[src/rtl/shift_pkg.sv]
// Shared constants for the shift_seq8 sequencer: widths, op codes, FSM state encoding.
package shift_pkg;

    localparam int unsigned WIDTH = 8;
    localparam int unsigned CNT_W = 3;
    localparam int unsigned OP_W  = 3;

    localparam logic [OP_W-1:0] OP_NOP = 3'b000;
    localparam logic [OP_W-1:0] OP_LSL = 3'b001;
    localparam logic [OP_W-1:0] OP_LSR = 3'b010;
    localparam logic [OP_W-1:0] OP_ASR = 3'b011;
    localparam logic [OP_W-1:0] OP_ROL = 3'b100;
    localparam logic [OP_W-1:0] OP_ROR = 3'b101;
    localparam logic [OP_W-1:0] OP_SSL = 3'b110;
    localparam logic [OP_W-1:0] OP_SSR = 3'b111;

    typedef enum logic [1:0] {
        ST_IDLE  = 2'b00,
        ST_SHIFT = 2'b01,
        ST_DONE  = 2'b10
    } state_e;

endpackage

[src/rtl/shift_seq8_if.sv]
// Command / register-loop bus between the controller, shift_seq8 and the 8-bit register.
// Optional abort input is present when SHIFT_SEQ8_ABORT_EN is defined.
interface shift_seq8_if;
    import shift_pkg::*;

    logic                start;
    logic [OP_W-1:0]     op;
    logic [CNT_W-1:0]    amount;
    logic [WIDTH-1:0]    load_val;
    logic                shin;
    logic [WIDTH-1:0]    q;
    logic [WIDTH-1:0]    d;
    logic                busy;
    logic                done;
`ifdef SHIFT_SEQ8_ABORT_EN
    logic                abort;

    modport master (output start, op, amount, load_val, shin, q, abort,
                    input  d, busy, done);
    modport slave  (input  start, op, amount, load_val, shin, q, abort,
                    output d, busy, done);
`else
    modport master (output start, op, amount, load_val, shin, q,
                    input  d, busy, done);
    modport slave  (input  start, op, amount, load_val, shin, q,
                    output d, busy, done);
`endif

endinterface

[src/rtl/shift8_unit.sv]
// Combinational one-bit shift/rotate of the register value selected by op.
module shift8_unit
    import shift_pkg::*;
(
    input  logic [OP_W-1:0]  op,
    input  logic [WIDTH-1:0] q,
    input  logic             shin,
    output logic [WIDTH-1:0] res_c
);

    always_comb begin
        res_c = q;
        case (op)
            OP_NOP:  res_c = q;
            OP_LSL:  res_c = {q[WIDTH-2:0], 1'b0};
            OP_LSR:  res_c = {1'b0, q[WIDTH-1:1]};
            OP_ASR:  res_c = {q[WIDTH-1], q[WIDTH-1:1]};
            OP_ROL:  res_c = {q[WIDTH-2:0], q[WIDTH-1]};
            OP_ROR:  res_c = {q[0], q[WIDTH-1:1]};
            OP_SSL:  res_c = {q[WIDTH-2:0], shin};
            OP_SSR:  res_c = {shin, q[WIDTH-1:1]};
            default: res_c = q;
        endcase
    end

endmodule

[src/rtl/shift_seq8.sv]
// Next-state sequencer for the 8-bit shift register: loads, then applies one shift per edge.
// Define SHIFT_SEQ8_ABORT_EN to add the abort input that ends a command early.
module shift_seq8
    import shift_pkg::*;
(
    input  logic        clk,
    input  logic        reset_n,
    shift_seq8_if.slave bus
);

    state_e             state_q, state_d;
    logic [CNT_W-1:0]   cnt_q, cnt_d;
    logic [OP_W-1:0]    op_q, op_d;
    logic               busy_q, busy_d;
    logic               done_q, done_d;
    logic [WIDTH-1:0]   shift_c;
    logic [WIDTH-1:0]   d_c;
    logic               abort_c;

`ifdef SHIFT_SEQ8_ABORT_EN
    assign abort_c = bus.abort;
`else
    assign abort_c = 1'b0;
`endif

    shift8_unit u_unit (
        .op    (op_q),
        .q     (bus.q),
        .shin  (bus.shin),
        .res_c (shift_c)
    );

    // Next state, counter and the d-mux (hold / load / shifted value)
    always_comb begin
        state_d = state_q;
        cnt_d   = cnt_q;
        op_d    = op_q;
        d_c     = bus.q;
        case (state_q)
            ST_IDLE: begin
                if (bus.start) begin
                    d_c     = bus.load_val;
                    op_d    = bus.op;
                    cnt_d   = bus.amount;
                    state_d = (bus.amount != '0) ? ST_SHIFT : ST_DONE;
                end
            end
            ST_SHIFT: begin
                if (abort_c) begin
                    cnt_d   = '0;
                    state_d = ST_DONE;
                end else begin
                    d_c   = shift_c;
                    cnt_d = cnt_q - CNT_W'(1);
                    if (cnt_q == CNT_W'(1)) begin
                        state_d = ST_DONE;
                    end
                end
            end
            ST_DONE: state_d = ST_IDLE;
            default: state_d = ST_IDLE;
        endcase
        busy_d = (state_d != ST_IDLE);
        done_d = (state_d == ST_DONE);
    end

    always_ff @(posedge clk or negedge reset_n) begin
        if (!reset_n) begin
            state_q <= ST_IDLE;
            cnt_q   <= '0;
            op_q    <= OP_NOP;
            busy_q  <= 1'b0;
            done_q  <= 1'b0;
        end else begin
            state_q <= state_d;
            cnt_q   <= cnt_d;
            op_q    <= op_d;
            busy_q  <= busy_d;
            done_q  <= done_d;
        end
    end

    assign bus.d    = d_c;
    assign bus.busy = busy_q;
    assign bus.done = done_q;

endmodule

[src/flat_wrapper.sv]
// flat-port wrapper written by rule: the top's interface ports become plain ports
module shift_seq8_flat import shift_pkg::*;
  (clk, reset_n, bus_start, bus_op, bus_amount, bus_load_val, bus_shin, bus_q, bus_d, bus_busy, bus_done);
  shift_seq8_if bus_i ();
  input  logic clk;
  input  logic reset_n;
  input wire logic [$bits(bus_i.start)-1:0] bus_start;
  input wire logic [$bits(bus_i.op)-1:0] bus_op;
  input wire logic [$bits(bus_i.amount)-1:0] bus_amount;
  input wire logic [$bits(bus_i.load_val)-1:0] bus_load_val;
  input wire logic [$bits(bus_i.shin)-1:0] bus_shin;
  input wire logic [$bits(bus_i.q)-1:0] bus_q;
  output wire logic [$bits(bus_i.d)-1:0] bus_d;
  output wire logic [$bits(bus_i.busy)-1:0] bus_busy;
  output wire logic [$bits(bus_i.done)-1:0] bus_done;
  assign bus_i.start = bus_start;
  assign bus_i.op = bus_op;
  assign bus_i.amount = bus_amount;
  assign bus_i.load_val = bus_load_val;
  assign bus_i.shin = bus_shin;
  assign bus_i.q = bus_q;
  assign bus_d = bus_i.d;
  assign bus_busy = bus_i.busy;
  assign bus_done = bus_i.done;
  shift_seq8 u_core (.clk(clk), .reset_n(reset_n), .bus(bus_i));
endmodule
[config.mk]
export PLATFORM = sky130hd
export DESIGN_NAME = shift_seq8_flat
export DESIGN_NICKNAME = d
export VERILOG_FILES = /design/src/rtl/shift_pkg.sv /design/src/rtl/shift_seq8_if.sv /design/src/rtl/shift8_unit.sv /design/src/rtl/shift_seq8.sv /design/src/flat_wrapper.sv
export SDC_FILE = /design/constraint.sdc
export NUM_CORES = 1
export LEC_CHECK = 0
export BUFFER_PORTS_ARGS = -buffer_cell sky130_fd_sc_hd__buf_4
export CAP_MARGIN = 20
export CORE_ASPECT_RATIO = 1.1
export CORE_MARGIN = 2
export CORE_UTILIZATION = 48
export DETAILED_ROUTE_END_ITERATION = 10
export GPL_ROUTABILITY_DRIVEN = 0
export PLACE_DENSITY = 0.85
export REMOVE_ABC_BUFFERS = 1
export SYNTH_ARGS = -nofsm -noshare
export SYNTH_HDL_FRONTEND = slang
export SYNTH_SLANG_ARGS = --single-unit
export TNS_END_PERCENT = 30
[constraint.sdc]
create_clock -name clk -period 1.73 [get_ports clk]
set_input_delay 0.173 -clock clk [delete_from_list [all_inputs] [get_ports clk]]
set_output_delay 0.173 -clock clk [all_outputs]
set_load 0.05 [all_outputs]
==> out/metrics.csv, run 1 <==
metric;value;unit
status;finished, violations left;
failing checks;setup timing;
Ant. Diodes;0;
total clock sinks;10;
final setup violation count;8;
final setup margin;-0.164;ns
cell taking the most area after synthesis;dfrtp_1;
Worst Setup Start Kind;register;
worst path bufs/invs;2;
Post-Route WL;2.77;mm
FF-to-FF setup slack;0.36;ns
largest net degree at the start of global routing;13;
initial antenna violation count;0;
final core utilization;0.722;
CP endpoint kind;primary output;
Synth cell types;39;
Total GRT Usage;0.251;
fin crit period;1.89;ns
hold slack;0.114;ns
clock slew at reported path FFs;0.07;ns
via count;1078;
Slew Viols, Final;0;
# fillers;175;
Area Overhead vs Synth;45.5;%
WHS Path Cells;3;
WL/cell;14.6;microns
H-tree levels;1;
fmax;528;MHz
TritonCTS clock tree;done;
first-pass GRT wire length;4.39;mm
worst slew pin tran;0.371;ns
worst path cell trace;buf_6, nor3b_2, a211oi_1, o41ai_1, buf_4;
R2R depth;3;
DRT antenna net count;0;
I/O pin count;36;
share of layout cells above drive strength 1;0.426;
Seq cells post-synth;10;
Core Area;1960;sq um
Worst Hold Launch;bus_op[2];
Post-Syn Instances;118;
vias in the first global route;992;
yosys warns;0;
CTS root buffer;clkbuf_4;
DIE AREA;2400;sq um
1st-iter DRT viols;16;
die span in x;46.9;microns
Vias/cell;5.67;
Synth Area per Inst;8.23;sq um
register area;255;sq um
Site Rows;17;
Reg2Reg Capture Point;u_core.op_q[0];
Area contributors post-synth;dfrtp_1, a22oi_1, mux2i_1;
P_leak;0.674;nW
post-synthesis sequential area ratio;0.258;
Slowest cell on crit path;dfrtp_2;
Final Hold Viols;0;
max cap viols;0;
relative slew slack;0.752;
Die H;51.2;microns
Post-Layout Cell Count;190;
dpl ws;0.0814;ns
Worst Path Max Fanout;6;
worst clock skew;0.00352;ns
drt pass-1 iters;4;
critical path class;register to primary output;
Initial Util;0.496;
IO Port Bufs;35;
clk buf depth;2;
Worst R2R Start;u_core.state_q[0];
Cell Count Post-Placement;178;
synthesized area;971;sq um
Multi-input gate area;648;sq um
critical path's top delay family;flip-flops;
worst path arrival time;1.72;ns
WHS Endpoint;u_core.op_q[2];
power per cell area;2250;nW/um^2
dpl hpwl;1.98;mm
RSZ-0062 raised after global routing;true;
worst vdd ir;1.18;mV
total gr overflow;0;
Num CTS Buffers;3;
# nets final;191;
Synth top area share;0.258;
fraction of the cycle the final worst path needs;1.09;
required time worst endpoint;1.56;ns
Post-route DRC;0;
insertion delay to the later sink of the worst-skew pair;0.27;ns
CP max stage delay;0.45;ns
HP Class;input pin to register;
metal layers:
metal  wire length (microns)  vias to the layer above  GRT usage
met5                       0                        -          0
met2                    1490                       40      0.459
met3                     140                        3     0.0141
met1                    1110                      511      0.296
li1                        -                      524          -
met4                      32                        0     0.0880
worst min-delay path: cells and delay by family:
family | cells | cell delay (ns)
AOI/OAI and AO/OA | 1 | 0.07
buffers and inverters | 1 | 0.08
and+or+nand+nor | 1 | 0.03
state kept, by name, summed over array words and instances (netlist names):
| name | count |
|---|---|
| u_core.state_q | 2 |
| u_core.op_q | 3 |
| u_core.bus.done | 1 |
| u_core.cnt_q | 3 |
| u_core.bus.busy | 1 |
power by group:
part / internal [W] / switching [W]
Combinational: 0.00105 / 0.00142
Clock: 0.000128 / 0.0000888
Sequential: 0.000356 / 0.000137
Total: 0.00153 / 0.00165
final cells by class:
type	instances	share of cell area
inverters	11	0.0292
well taps	28	0.0248
flip-flops and latches	10	0.181
multi-input cells	89	0.459
repair buffers	48	0.281
clock buffers	4	0.0257
synth_stat cells:
library cell and instances:
nand2_1 11, dfrtp_1 10, inv_1 10, a22oi_1 9
nor2_1 8, o21ai_0 6, o21ai_1 6, mux2i_1 5
a2bb2oi_1 4, buf_2 4, o221ai_1 4, a21o_1 3
a21oi_1 3, buf_6 3, mux2_2 3, a211oi_1 2
ha_1 2, nand2b_1 2, nor3_1 2, o211ai_1 2
a2111oi_0 1, a32oi_1 1, and2b_4 1, clkbuf_1 1
inv_2 1, mux2_1 1, mux2_4 1, nand2b_4 1
nor2b_1 1, nor2b_2 1, nor3b_1 1, o211a_1 1
o21ai_2 1, o22a_1 1, o22ai_1 1, o32ai_1 1
o41ai_1 1, or2_1 1, or3_1 1
stage by stage:
step | setup TNS, ns | total power, W | cell area [sq um]
2_1_floorplan | -2.12 | 0.00199 | 913
3_3_place_gp | 0 | 0.00257 | 1250
3_5_place_dp | 0 | 0.00261 | 1250
4_1_cts | -0.809 | 0.00304 | 1380
5_1_grt | -1.37 | 0.00338 | 1410
6_report | -0.827 | 0.00318 | 1410
logic make-up (layout without fill, tap and decap cells):
logic type	after synthesis	in the layout	share of synthesized area
buffers and inverters	19	63	0.102
adders and majority gates	2	2	0.0258
muxes	10	10	0.113
and+or+nand+nor	30	30	0.157
AOI/OAI and AO/OA	47	47	0.344
DFF	10	10	0.258
how the worst max path moves through the flow:
stage                                  from       end  slack [ns]  depth (start not counted)
after floorplan           u_core.state_q[1]  bus_d[0]       -0.94                          2
after global placement       u_core.op_q[1]  bus_d[7]        0.11                          5
after detailed placement     u_core.op_q[1]  bus_d[7]        0.08                          5
after CTS                    u_core.op_q[1]  bus_d[0]       -0.12                          5
after global routing         u_core.op_q[1]  bus_d[1]       -0.20                          6
final                        u_core.op_q[1]  bus_d[0]       -0.16                          5
cell usage in the layout (no fill, tap or decap), types with 2 or more instances in the layout:
master     count
o21ai_1        7
a22oi_1        9
dfrtp_2        4
mux2i_1        5
inv_1         10
a211oi_1       2
nand2_1       11
a2bb2oi_1      2
a21o_1         3
buf_4         38
o211ai_1       2
nand2b_1       2
clkbuf_4       3
a2bb2oi_2      2
mux2_2         3
buf_6          9
a21oi_1        3
o21ai_0        5
o221ai_1       4
dfrtp_1        6
nor2_1         8
ha_1           2
what timing repair did:
item / CTS / global route
setup buffers: 5 / 2
cloned: 0 / 0
endpoints found under the setup margin: 8 / 8
hold buffers: 1 / 0
pin swaps: 2 / 5
gates resized for setup: 15 / 9
endpoints found under the hold margin: 10 / 0
Power figures use the tool's default switching activity.
==> inputs of run 2 (changes only) <==
--- a/config.mk
+++ b/config.mk
@@ -8,12 +8,13 @@
 export BUFFER_PORTS_ARGS = -buffer_cell sky130_fd_sc_hd__buf_4
 export CAP_MARGIN = 20
 export CORE_ASPECT_RATIO = 1.1
-export CORE_MARGIN = 2
+export CORE_MARGIN = 10
 export CORE_UTILIZATION = 48
 export DETAILED_ROUTE_END_ITERATION = 10
 export GPL_ROUTABILITY_DRIVEN = 0
 export PLACE_DENSITY = 0.85
 export REMOVE_ABC_BUFFERS = 1
+export SKIP_LAST_GASP = 1
 export SYNTH_ARGS = -nofsm -noshare
 export SYNTH_HDL_FRONTEND = slang
 export SYNTH_SLANG_ARGS = --single-unit
==> run 2 against run 1 <==
  * The flow still finishes with violations (setup timing)
  * Routed wire length grew 11%
  * Flip-flop and latch count is the same
  * Cell area shrank 4.9%
  * Critical path depth is the same
  * Total power shrank 6.3%
  * Hold slack gained 0.0088 ns
  * Critical path type unchanged
  * Largest power group unchanged
==> out/metrics.csv, run 2 (synthesis results as in run 1) <==
metric;value;unit
CP endpoint kind;primary output;
worst slew pin tran;0.371;ns
via count;1064;
total clock sinks;10;
Multi-input gate area;633;sq um
Seq pwr share;0.170;
Post-Route WL;3.09;mm
final setup violation count;8;
FF-to-FF setup slack;0.33;ns
I/O pin count;36;
power per cell area;2220;nW/um^2
switching part of the total;0.541;
# nets final;189;
vias in the first global route;1097;
status;finished, violations left;
Core Area;1960;sq um
Logic pwr share;0.777;
total gr overflow;0;
worst path cell trace;inv_2, mux2_4, o211a_1, o21ai_2, buf_6;
CTS root buffer;clkbuf_4;
worst path arrival time;1.70;ns
drt pass-1 iters;4;
failing checks;setup timing;
fmax;533;MHz
Area Overhead vs Synth;38.4;%
final core utilization;0.687;
IO Port Bufs;35;
Reg2Reg Capture Point;u_core.op_q[0];
Internal Power;0.00137;W
final setup margin;-0.146;ns
Worst Hold Launch;bus_op[2];
CP max stage delay;0.45;ns
worst path bufs/invs;2;
R2R depth;3;
hold slack;0.123;ns
DIE AREA;4220;sq um
initial antenna violation count;0;
Top Registers;u_core.cnt_q (3), u_core.op_q (3), u_core.state_q (2);
dpl ws;0.0801;ns
share of layout cells above drive strength 1;0.384;
Psw;0.00161;W
critical path class;register to primary output;
Die H;67.2;microns
WL/cell;16.5;microns
Num CTS Buffers;3;
Post-route DRC;0;
Ant. Diodes;0;
RSZ-0062 raised after global routing;true;
fraction of the cycle the final worst path needs;1.08;
1st-iter DRT viols;38;
most frequent cells in the layout;buf_4, nand2_1, inv_1;
worst clock skew;0.00181;ns
Post-DP Area;1250;sq um
post-route cell area;1340;sq um
die span in x;62.9;microns
TritonCTS clock tree;done;
HP Class;input pin to register;
Slowest cell on crit path;dfrtp_1;
Final Hold Viols;0;
critical path's top delay family;flip-flops;
P_leak;0.649;nW
DRT antenna net count;0;
dpl hpwl;2.35;mm
first-pass GRT wire length;5.11;mm
Total GRT Usage;0.144;
Worst Path Max Fanout;6;
clock slew at reported path FFs;0.06;ns
fin crit period;1.88;ns
Site Rows;17;
worst vdd ir;1.36;mV
Worst R2R Start;u_core.state_q[0];
Initial Util;0.496;
relative slew slack;0.752;
WHS Path Cells;3;
insertion delay to the later sink of the worst-skew pair;0.26;ns
H-tree levels;1;
Worst Setup Start Kind;register;
largest net degree at the start of global routing;13;
Clk network pwr share;0.053;
max cap viols;0;
Vias/cell;5.69;
required time worst endpoint;1.56;ns
# fillers;171;
register area;253;sq um
Slew Viols, Final;0;
Setup TNS;-0.888;ns
clk buf depth;2;
commonest non-fill, non-tap cell in the layout;buf_4;
WHS Endpoint;u_core.op_q[2];
[run 2: cell count changes in the layout (fill, tap and decap cells not counted), sizes merged]
cell and delta:
clkbuf -1, buf -2
[run 2: worst max path at each step]
stage,start,endpoint,slack (ns),depth (start not counted)
4_1_cts,u_core.op_q[1],bus_d[5],-0.14,6
6_report,u_core.op_q[2],bus_d[7],-0.15,5
3_5_place_dp,u_core.op_q[1],bus_d[5],0.08,6
5_1_grt,u_core.op_q[1],bus_d[5],-0.22,6
3_3_place_gp,u_core.op_q[1],bus_d[5],0.12,6
2_1_floorplan,u_core.state_q[1],bus_d[0],-0.94,2
[run 2: power by group through the flow]
stage	combinational, W	clock [W]	sequential (W)
2_1_floorplan	0.00139	0	0.000603
4_1_cts	0.00229	0.000162	0.000491
3_5_place_dp	0.00215	0	0.000494
6_report	0.00231	0.000157	0.000507
5_1_grt	0.00248	0.000168	0.000524
3_3_place_gp	0.00211	0	0.000488
[run 2: metal layers]
metal,routed length (microns),vias to the layer above,GRT usage
li1,-,519,-
met1,1320,496,0.166
met2,1570,47,0.272
met3,188,2,0.0198
met4,11,0,0.0419
met5,0,-,0
[run 2: stage by stage]
stage / power (W) / instances
CTS: 0.00294 / 187
global route: 0.00318 / 187
detailed placement: 0.00264 / 178
global placement: 0.00260 / 178
finish: 0.00298 / 187
floorplan: 0.00199 / 110
[run 2: what timing repair did]
action / CTS / global route
endpoints found under the setup margin: 8 / 8
pin swaps: 1 / 1
hold endpoints to repair: 10 / 0
hold buffers: 1 / 0
resized for setup: 5 / 4
setup buffers: 5 / 0
[run 2: final cells by class]
type / instances / area share
inverter: 11 / 0.0307
sequential: 10 / 0.188
clock buffer: 3 / 0.0168
multi-input combinational: 89 / 0.471
tap: 28 / 0.0261
timing repair buffer: 46 / 0.267
[run 2: worst min-delay path, stage by stage]
cell and delay, ns:
buf_4 0.08, nand2_1 0.03, o21ai_0 0.06
==> inputs of run 3 (changes only) <==
--- a/config.mk
+++ b/config.mk
@@ -7,11 +7,9 @@
 export LEC_CHECK = 0
 export BUFFER_PORTS_ARGS = -buffer_cell sky130_fd_sc_hd__buf_4
 export CAP_MARGIN = 20
-export CORE_ASPECT_RATIO = 1.1
 export CORE_MARGIN = 10
 export CORE_UTILIZATION = 48
 export DETAILED_ROUTE_END_ITERATION = 10
-export GPL_ROUTABILITY_DRIVEN = 0
 export PLACE_DENSITY = 0.85
 export REMOVE_ABC_BUFFERS = 1
 export SKIP_LAST_GASP = 1
==> run 3 against run 2 <==
  * Sequential share of layout area down 0.64 points
  * First-iteration DRC count up 29%
  * Fmax about the same
  * Cell count up 0.53%
  * Routed wire length up 6.8%
  * Register-to-register slack better by 0.04 ns
  * The flow still finishes with violations (setup timing)
  * Global-route usage up 0.80 points
  * Clock-buffer cell count unchanged
==> out/metrics.csv, run 3 (synthesis results as in run 1) <==
metric;value;unit
status;finished, violations left;
failing checks;setup timing;
final setup margin;-0.148;ns
Seq pwr share;0.157;
Initial Util;0.500;
1st-iter DRT viols;49;
clock slew at reported path FFs;0.06;ns
R2R depth;3;
final setup violation count;8;
worst vdd ir;1.94;mV
fraction of the cycle the final worst path needs;1.09;
clk buf depth;2;
first-pass GRT wire length;5.29;mm
worst clock skew;0.00777;ns
CTS root buffer;clkbuf_4;
IO Port Bufs;35;
Critical Path Source;u_core.op_q[1];
critical path class;register to primary output;
max cap viols;0;
CP endpoint;bus_d[0];
Core Area;1940;sq um
most frequent cells in the layout;buf_4, nand2_1, inv_1;
CP endpoint kind;primary output;
Logic pwr share;0.796;
total clock sinks;10;
Post-route DRC;0;
hold slack;0.133;ns
WL/cell;17.5;microns
FF-to-FF setup slack;0.37;ns
Die H;65.0;microns
worst path arrival time;1.70;ns
Ant. Diodes;0;
Vias/cell;5.98;
gp weighted congestion;0.865;
met2 GRT Util;0.266;
largest net degree at the start of global routing;13;
die span in x;65.0;microns
Num CTS Buffers;3;
required time worst endpoint;1.56;ns
Psw;0.00172;W
Post-Route WL;3.30;mm
met3 Resource Use GR;0.0309;
P_leak;0.664;nW
worst slew pin tran;0.384;ns
fin crit period;1.88;ns
dpl hpwl;2.35;mm
Worst Setup Start Kind;register;
Slew Viols, Final;0;
I/O pin count;36;
DIE AREA;4220;sq um
commonest non-fill, non-tap cell in the layout;buf_4;
fmax;533;MHz
vias in the first global route;1160;
drt pass-1 iters;4;
Top Registers;u_core.cnt_q (3), u_core.op_q (3), u_core.state_q (2);
insertion delay to the later sink of the worst-skew pair;0.26;ns
Total GRT Usage;0.152;
switching part of the total;0.539;
HP Class;input pin to register;
DRT antenna net count;0;
post-route cell area;1410;sq um
gr busiest metal;met2;
Post-DP Area;1250;sq um
Internal Power;0.00147;W
RSZ-0062 raised after global routing;true;
TritonCTS clock tree;done;
Worst Path Max Fanout;7;
share of layout cells above drive strength 1;0.441;
Area Overhead vs Synth;44.7;%
M1 GR Usage;0.173;
total gr overflow;0;
Worst R2R Start;u_core.state_q[0];
Clk network pwr share;0.046;
Reg2Reg Capture Point;u_core.op_q[0];
Site Rows;16;
H-tree levels;1;
relative slew slack;0.737;
power per cell area;2270;nW/um^2
# nets final;191;
via count;1124;
initial antenna violation count;0;
Final Hold Viols;0;
## run 3: cell types whose count changed in the layout (fill, tap and decap cells not counted), sizes merged
cell  delta
buf      +2
## run 3: worst max-delay path, stage by stage, from the launching register on
cell and delay, ns:
dfrtp_2 0.44, buf_2 0.21, nor2_1 0.06, a2111oi_0 0.40, o41ai_1 0.14, buf_4 0.20
## run 3: through the flow
step | power [W] | util | setup TNS, ns | setup WS, ns | std cells
4_1_cts | 0.00304 | 0.697 | -0.858 | -0.120 | 188
3_3_place_gp | 0.00262 | 0.646 | 0 | 0.0822 | 178
2_1_floorplan | 0.00199 | - | -2.12 | -0.943 | 110
3_5_place_dp | 0.00269 | 0.646 | 0 | 0.0208 | 178
6_report | 0.00319 | 0.724 | -0.949 | -0.148 | 188
5_1_grt | 0.00340 | 0.724 | -1.49 | -0.204 | 188
## run 3: final cells by class
cell class | count | area (sq um)
inverters | 11 | 43.8
multi-input cells | 89 | 669
repair buffers | 48 | 380
fillers | 157 | 537
clock buffers | 3 | 22.5
well taps | 27 | 33.8
flip-flops and latches | 10 | 255
## run 3: worst min path at each step
stage / endpoint / slack, ns / startpoint / depth (start not counted)
floorplan: u_core.bus.busy / -0.12 / reset_n / 0
global placement: u_core.op_q[0] / 0.002 / reset_n / 1
detailed placement: u_core.op_q[1] / 0.005 / reset_n / 1
CTS: u_core.op_q[2] / 0.11 / bus_op[2] / 3
global route: u_core.op_q[0] / 0.15 / bus_op[0] / 2
finish: u_core.op_q[2] / 0.13 / bus_op[2] / 3
## run 3: power by group through the flow
stage          Combinational [W]  Clock [W]  Sequential, W
2_1_floorplan            0.00139          0       0.000603
3_3_place_gp             0.00210          0       0.000516
3_5_place_dp             0.00215          0       0.000533
4_1_cts                  0.00240   0.000157       0.000481
5_1_grt                  0.00272   0.000164       0.000517
6_report                 0.00254   0.000148       0.000503
## run 3: routing by layer
metal	share of wire	wire, microns	up-vias
met4	0.029	97	0
li1	-	-	526
met5	0	0	-
met3	0.089	295	10
met2	0.50	1640	60
met1	0.38	1270	528
## run 3: what timing repair did
action	4_1_cts	5_1_grt
hold buffers	1	0
buffers inserted	6	0
endpoints found under the hold margin	10	0
pin swaps	1	2
resized for setup	12	10
setup endpoints to repair	8	8
